File: config.mk
export PLATFORM = sky130hd
export DESIGN_NAME = uart_rx_fifo
export DESIGN_NICKNAME = d
export VERILOG_FILES = /design/src/rtl/uart_rx_fifo.sv
export SDC_FILE = /design/constraint.sdc
export NUM_CORES = 1
export LEC_CHECK = 0
export ABC_CLOCK_PERIOD_IN_PS = 4200
export BUFFER_PORTS_ARGS = -buffer_cell sky130_fd_sc_hd__buf_2
export CORE_AREA = 2 2 128 99
export DETAILED_ROUTE_END_ITERATION = 12
export DIE_AREA = 0 0 130 101
export PLACE_DENSITY = 0.67
export SETUP_SLACK_MARGIN = 0.1
export SYNTH_ARGS = -nofsm -noshare
export SYNTH_HDL_FRONTEND = slang
export SYNTH_SLANG_ARGS = --single-unit
File: constraint.sdc
create_clock -name clk -period 4.2 [get_ports clk]
set_clock_uncertainty 0.15 [all_clocks]
set_input_delay 0.42 -clock clk [delete_from_list [all_inputs] [get_ports clk]]
set_output_delay 0.42 -clock clk [all_outputs]
set_load 0.02 [all_outputs]
File: src/rtl/uart_rx_fifo.sv
// First-word-fall-through byte FIFO between UART receiver/transmitter and the operand interface.
// Optional sticky overflow/underflow flags: define UART_FIFO_ERR_EN.
module uart_rx_fifo #(
  parameter int BUS_SIZE   = 8,
  parameter int ADDR_WIDTH = 4
) (
  input  logic                  clk,
  input  logic                  reset,
  input  logic                  wr,
  input  logic [BUS_SIZE-1:0]   w_data,
  input  logic                  rd,
  output logic [BUS_SIZE-1:0]   r_data,
  output logic                  empty,
  output logic                  full,
  output logic [ADDR_WIDTH:0]   count
`ifdef UART_FIFO_ERR_EN
  ,
  output logic                  overflow,
  output logic                  underflow
`endif
);

  localparam int DEPTH = 1 << ADDR_WIDTH;
  localparam logic [ADDR_WIDTH:0] CNT_FULL =
    {1'b1, {ADDR_WIDTH{1'b0}}};

  logic [BUS_SIZE-1:0]   mem [DEPTH];
  logic [ADDR_WIDTH-1:0] w_ptr_q, w_ptr_d;
  logic [ADDR_WIDTH-1:0] r_ptr_q, r_ptr_d;
  logic [ADDR_WIDTH:0]   count_q, count_d;
  logic                  push, pop;

  assign empty = (count_q == '0);
  assign full  = (count_q == CNT_FULL);
  assign count = count_q;

  // A pop on a full FIFO frees the slot the concurrent push lands in.
  assign push = wr && (!full || rd);
  assign pop  = rd && !empty;

  always_comb begin
    w_ptr_d = w_ptr_q;
    r_ptr_d = r_ptr_q;
    count_d = count_q;
    if (push) w_ptr_d = w_ptr_q + 1'b1;
    if (pop)  r_ptr_d = r_ptr_q + 1'b1;
    if (push && !pop)      count_d = count_q + 1'b1;
    else if (pop && !push) count_d = count_q - 1'b1;
  end

  always_ff @(posedge clk or negedge reset) begin
    if (!reset) begin
      w_ptr_q <= '0;
      r_ptr_q <= '0;
      count_q <= '0;
    end else begin
      w_ptr_q <= w_ptr_d;
      r_ptr_q <= r_ptr_d;
      count_q <= count_d;
    end
  end

  always_ff @(posedge clk) begin
    if (push) mem[w_ptr_q] <= w_data;
  end

  assign r_data = empty ? '0 : mem[r_ptr_q];

`ifdef UART_FIFO_ERR_EN
  logic ovf_q, unf_q;

  always_ff @(posedge clk or negedge reset) begin
    if (!reset) begin
      ovf_q <= 1'b0;
      unf_q <= 1'b0;
    end else begin
      if (wr && full && !rd) ovf_q <= 1'b1;
      if (rd && empty)       unf_q <= 1'b1;
    end
  end

  assign overflow  = ovf_q;
  assign underflow = unf_q;
`endif

endmodule

Word-level counts from Yosys, hierarchy flattened --
Memory sizes are Yosys's and may differ from the RTL's. Cells that the tools add are included.
Cells by class: add/subtract/negate cells 4, equal/unequal tests 1, mux-type cells 5, reduce and logical (&&, ||, !) cells 11
Operators with widths (count):
- $mux W5 | 2
- $add A4 B1 Y4 const B | 2
- $mux W8 | 1
- $add A5 B1 Y5 const B | 1
- $eq A5 B5 Y1 const B | 1
- $logic_not A5 Y1 | 1
- $sub A5 B1 Y5 const B | 1
- $logic_and A1 B1 Y1 | 4
- $logic_not A1 Y1 | 4
- $mux W1 | 2
- $reduce_bool A2 Y1 | 1
- $logic_or A1 B1 Y1 | 1
Storage, ports and cells: bits in registers 13, memory bits (writable) 128, logic and storage cells 25, memories 1
Memories:
- mem | words 16, width 8, rd ports 1, clocked after memory_dff 0, write ports 1, line 27 | logic [BUS_SIZE-1:0] mem [DEPTH];

Depth between registers and ports, before layout --
depth after elaboration 8, mapped depth 10, gate-level depth less buffers 9

Worst setup path before layout --
Ideal clock, no wire load.
path kind reg-to-reg, start point register count_q[0], in the netlist count[0], end point register count_q[4], in the netlist count[4], library setup time 136 ps, arrival time 2785 ps, data required time 3914 ps, path slack 1128 ps, stages on the path, launching flop included 10, buffers on the path 1, cell sequence dfrtp_1 -> or4_4 -> o31a_1 -> buf_6 -> ha_1 -> inv_1 -> ha_1 -> a21o_1 -> a2111oi_0 -> o31ai_1
On the way: word-level cells in the longest chain between the ends 7, elaborated cells on any way between the ends 16
Ends and longest elaborated chain:
- from (decl) | line 30 | logic [ADDR_WIDTH:0] count_q, count_d;
- from (signal assigned) | line 59 | count_q <= count_d;
- $eq A5 B5 Y1 * | line 34 | assign full = (count_q == CNT_FULL);
- $logic_not A1 Y1 * | line 38 | assign push = wr && (!full || rd);
- $logic_or A1 B1 Y1 * | line 38
- $logic_and A1 B1 Y1 * | line 38
- via push | line 31 | logic push, pop;
- $logic_not A1 Y1 | line 48 | else if (pop && !push) count_d = count_q - 1'b1;
- $logic_and A1 B1 Y1 | line 48
- $reduce_bool A2 Y1 (no source line)
Mark *: on every way through the listed nets, which the timed path passes. The rest lies on a longest branch. The select of a mux whose other input is x is not followed. A chain may end at the register's enable or synchronous reset.

Worst setup path in the final report --
start point register r_ptr_q[1], end point output r_data[0]
On the way: word-level cells in the longest chain between the ends 2
Ends and longest elaborated chain:
- from (decl) | line 29 | logic [ADDR_WIDTH-1:0] r_ptr_q, r_ptr_d;
- from (signal assigned) | line 58 | r_ptr_q <= r_ptr_d;
- $mem_v2 Z16 W8
- $mux W8 | line 67 | assign r_data = empty ? '0 : mem[r_ptr_q];
- to (decl) | line 12 | output logic [BUS_SIZE-1:0] r_data,
No other way between the ends.

==> summary.md <==
| Metric | Value |
|---|---|
| Status | finished, final reports clean |
| Class of the worst hold path | in2reg |
| GRT Util Overall | between 10% and 20% |
| Routed WL | roughly 11 mm |
| Required time worst endpoint | 3.63 ns |
| Crit path launch | r_ptr_q[1] |
| Syn Std Cell Area | 5814 um2 |
| Storage cell area | 4169 um2 |
| Primary FF master, synth | edfxtp_1 |
| Peak VDD IR | 511.3 uV |
| Setup TNS Final | 0 ns |
| CTS Buf Count | 17 |
| CP Class | reg2out |
| Nets | roughly 360 |
| Final ANT Viol Nets | 0 |
| Setup crit end | r_data[0] |
| Finish-stage setup viols | 0 |
| Clock-pin slew on the worst setup and hold paths | roughly 0.06 ns |
| Remaining global-route overflow | 0 |
| CP Capture Type | primary output |
| Register area share after synthesis | a little over 70% |
| RSZ-0062 raised after global routing | false |
| Crit share post-route | 82.07% |
| Vias per cell | between 5 and 6 |
| Yosys reg bits | ~140 |
| Synth cell types | 34 |
| Power Dens Cells | 730.0 nW/um2 |
| Max_slew headroom | 34.16% |
| Number of flops mapped to enable cells by yosys | 128 |
| Top post-synthesis cells by count | 128 x edfxtp_1, 23 x mux4_2, 16 x a211oi_1, 16 x nor2_1, 13 x dfrtp_1 |
| Die Y | 101 um |
| Largest net degree at the start of global routing | 19 |
| CTS Root Buffer Type | clkbuf_16 |
| Syn_nets | 321 |
| DR iter-0 viols | approximately 250 |
| TritonCTS clock tree | done |
| First-pass GRT wire length | ~17 mm |
| Vias in the first global route | between 2000 and 3000 |
| CP arrival | approximately 2.9 ns |
| # fillers | roughly 900 |
| R2R setup slack | a little over 0.9 ns |
| P_leak | 2.314 nW |
| Post-CTS setup buffer count | 0 |
| Synth area leader | edfxtp_1 |
| Chip width | ~130 um |
| Worst reg-to-reg path cell count | 8 |
| Cts repair resizes | 0 |
| H-tree depth | 4 |
| DRC viols | 0 |
| Via Count | about 2800 |
| Total die area | around 13000 um2 |
| Ys Warns | 0 |
| Clk sinks | roughly 140 |
| Number of top-level pins | 27 |
| Worst setup SP type | flip-flop |
| Hold Buf Count CTS | 1 |
| Top post-synthesis cells by area | edfxtp_1 66%, mux4_2 8.9%, dfrtp_1 5.6% |
| Max capacitance violation total | 0 |
| 1st-pass router iterations | 6 |
| Clk_lat worst skew | roughly 0.42 ns |
| Crit Path Max Fanout | 16 |
| P&R area growth vs syn | 15.62% |
| PnR Total Power | 4.907 mW |
| Finished Layout Cells | about 520 |
| DR WL/cell | between 20 and 25 um |
| Synthesized area per cell | ~19 um2 |
| Max Fclk | between 200 and 300 MHz |
| Mapped Cells | approximately 300 |
| Std cell rows | 35 |
| Placed Cells | between 400 and 500 |
| Post-synth top area share | 66.11% |
| Starting density of the core | approximately 49% |
| Fraction of registers with async set/reset | a little under a tenth |
| Placer Congestion | just over 0.8 |
| Worst R2R End | count[4] |
| Pins over their slew limit | 0 |
| Initial antenna violation count | 0 |
| Hold Fails Final Rpt | 0 |
| Fin crit period | 3.447 ns |
| Number of antenna diodes | 0 |
| Fraction of layout cells with a size suffix above 1 | 27.51% |
| Clock buffer depth | 2 |
| Dpl hpwl | around 7.3 mm |
| Area of the multi-input gates | 1519 um2 |
| Core area | roughly 12000 um2 |
| Most common cell in the synthesized netlist | edfxtp_1 |
| Slew at the pin with the worst max-slew slack | ~0.98 ns |
| PortBufs | 26 |
| FF-to-FF Start | count[0] |
-- power by group --
part	total, mW	switching (mW)	internal, mW
sequential	1.97	0.251	1.72
clock	1.52	0.565	0.953
combinational	1.42	0.758	0.657
total	4.91	1.57	3.33
-- metrics by stage --
step	worst slack [ns]	hold slack, ns	area (um2)	util, %
after floorplan	1.128	-0.02559	5814	-
after global placement	1.019	0.1787	6105	51.06
after detailed placement	0.9390	0.1804	6105	51.06
after CTS	0.7056	0.1941	6723	56.23
after global routing	0.6392	0.1976	6723	56.23
final	0.7532	0.2080	6723	56.23
-- registers in the layout, summed over array words and instances, names as in the netlist --
| signal | count |
|---|---|
| mem | 128 |
| w_ptr_q | 4 |
| count | 5 |
| r_ptr_q | 4 |
-- metal layers --
metal	vias up	global-route usage [%]	share of wire (%)
met3	6	6.476	8.1
met2	99	28.80	48
met5	-	0	0
met4	0	4.549	0.51
met1	1448	26.02	44
li1	1284	-	-
-- cell families after synthesis --
kind of cell / count (synthesis) / synth area share (%)
mux: 43 / 14.91
buf+inv: 22 / 2.345
compound gates: 28 / 3.422
fa+ha+maj: 10 / 2.281
simple gates: 46 / 3.981
flops: 141 / 71.70
xor+xnor: 9 / 1.356
-- critical path: stages, from the launching register on --
cell	delay [ns]
dfrtp_1	0.90
buf_4	0.33
mux4_2	0.50
nor2b_1	0.15
a211oi_1	0.25
a211oi_1	0.10
buf_2	0.22
-- placed cells by master, fill, tap and decap left out, types with 2 or more instances in the layout --
cell type | netlist | final
edfxtp_1 | 128 | 128
buf_2 | 3 | 26
mux4_2 | 23 | 23
clkbuf_16 | 0 | 17
nor2_1 | 16 | 16
a211oi_1 | 16 | 16
dfrtp_1 | 13 | 13
mux2i_1 | 9 | 9
mux4_1 | 9 | 9
nand2_1 | 9 | 9
ha_1 | 9 | 9
nor2b_1 | 8 | 8
buf_4 | 5 | 8
xnor2_1 | 6 | 6
inv_1 | 5 | 5
nor3_1 | 7 | 5
o21ai_0 | 4 | 4
clkinv_4 | 0 | 4
xor2_1 | 3 | 3
bufinv_16 | 0 | 3
clkinv_2 | 0 | 3
nand2b_1 | 2 | 2
nor3_2 | 0 | 2
mux2_2 | 2 | 2
a21o_1 | 2 | 2
a21oi_1 | 2 | 2
inv_6 | 0 | 2
-- layout make-up --
type                    count  area share, %
flip-flops and latches    141          62.01
multi-input cells         136          22.59
clock buffers              19          6.588
well taps                 166          3.090
repair buffers             35          2.978
clock inverters            13          2.457
inverters                   5         0.2792
-- how the worst min path moves through the flow --
stage / start / endpoint / cells past startpoint
2_1_floorplan: reset / count[0] / 0
3_3_place_gp: reset / w_ptr_q[1] / 1
3_5_place_dp: reset / w_ptr_q[1] / 1
4_1_cts: rd / r_ptr_q[0] / 3
5_1_grt: rd / r_ptr_q[0] / 3
6_report: rd / r_ptr_q[0] / 3
(Power assumes the default switching activity.)
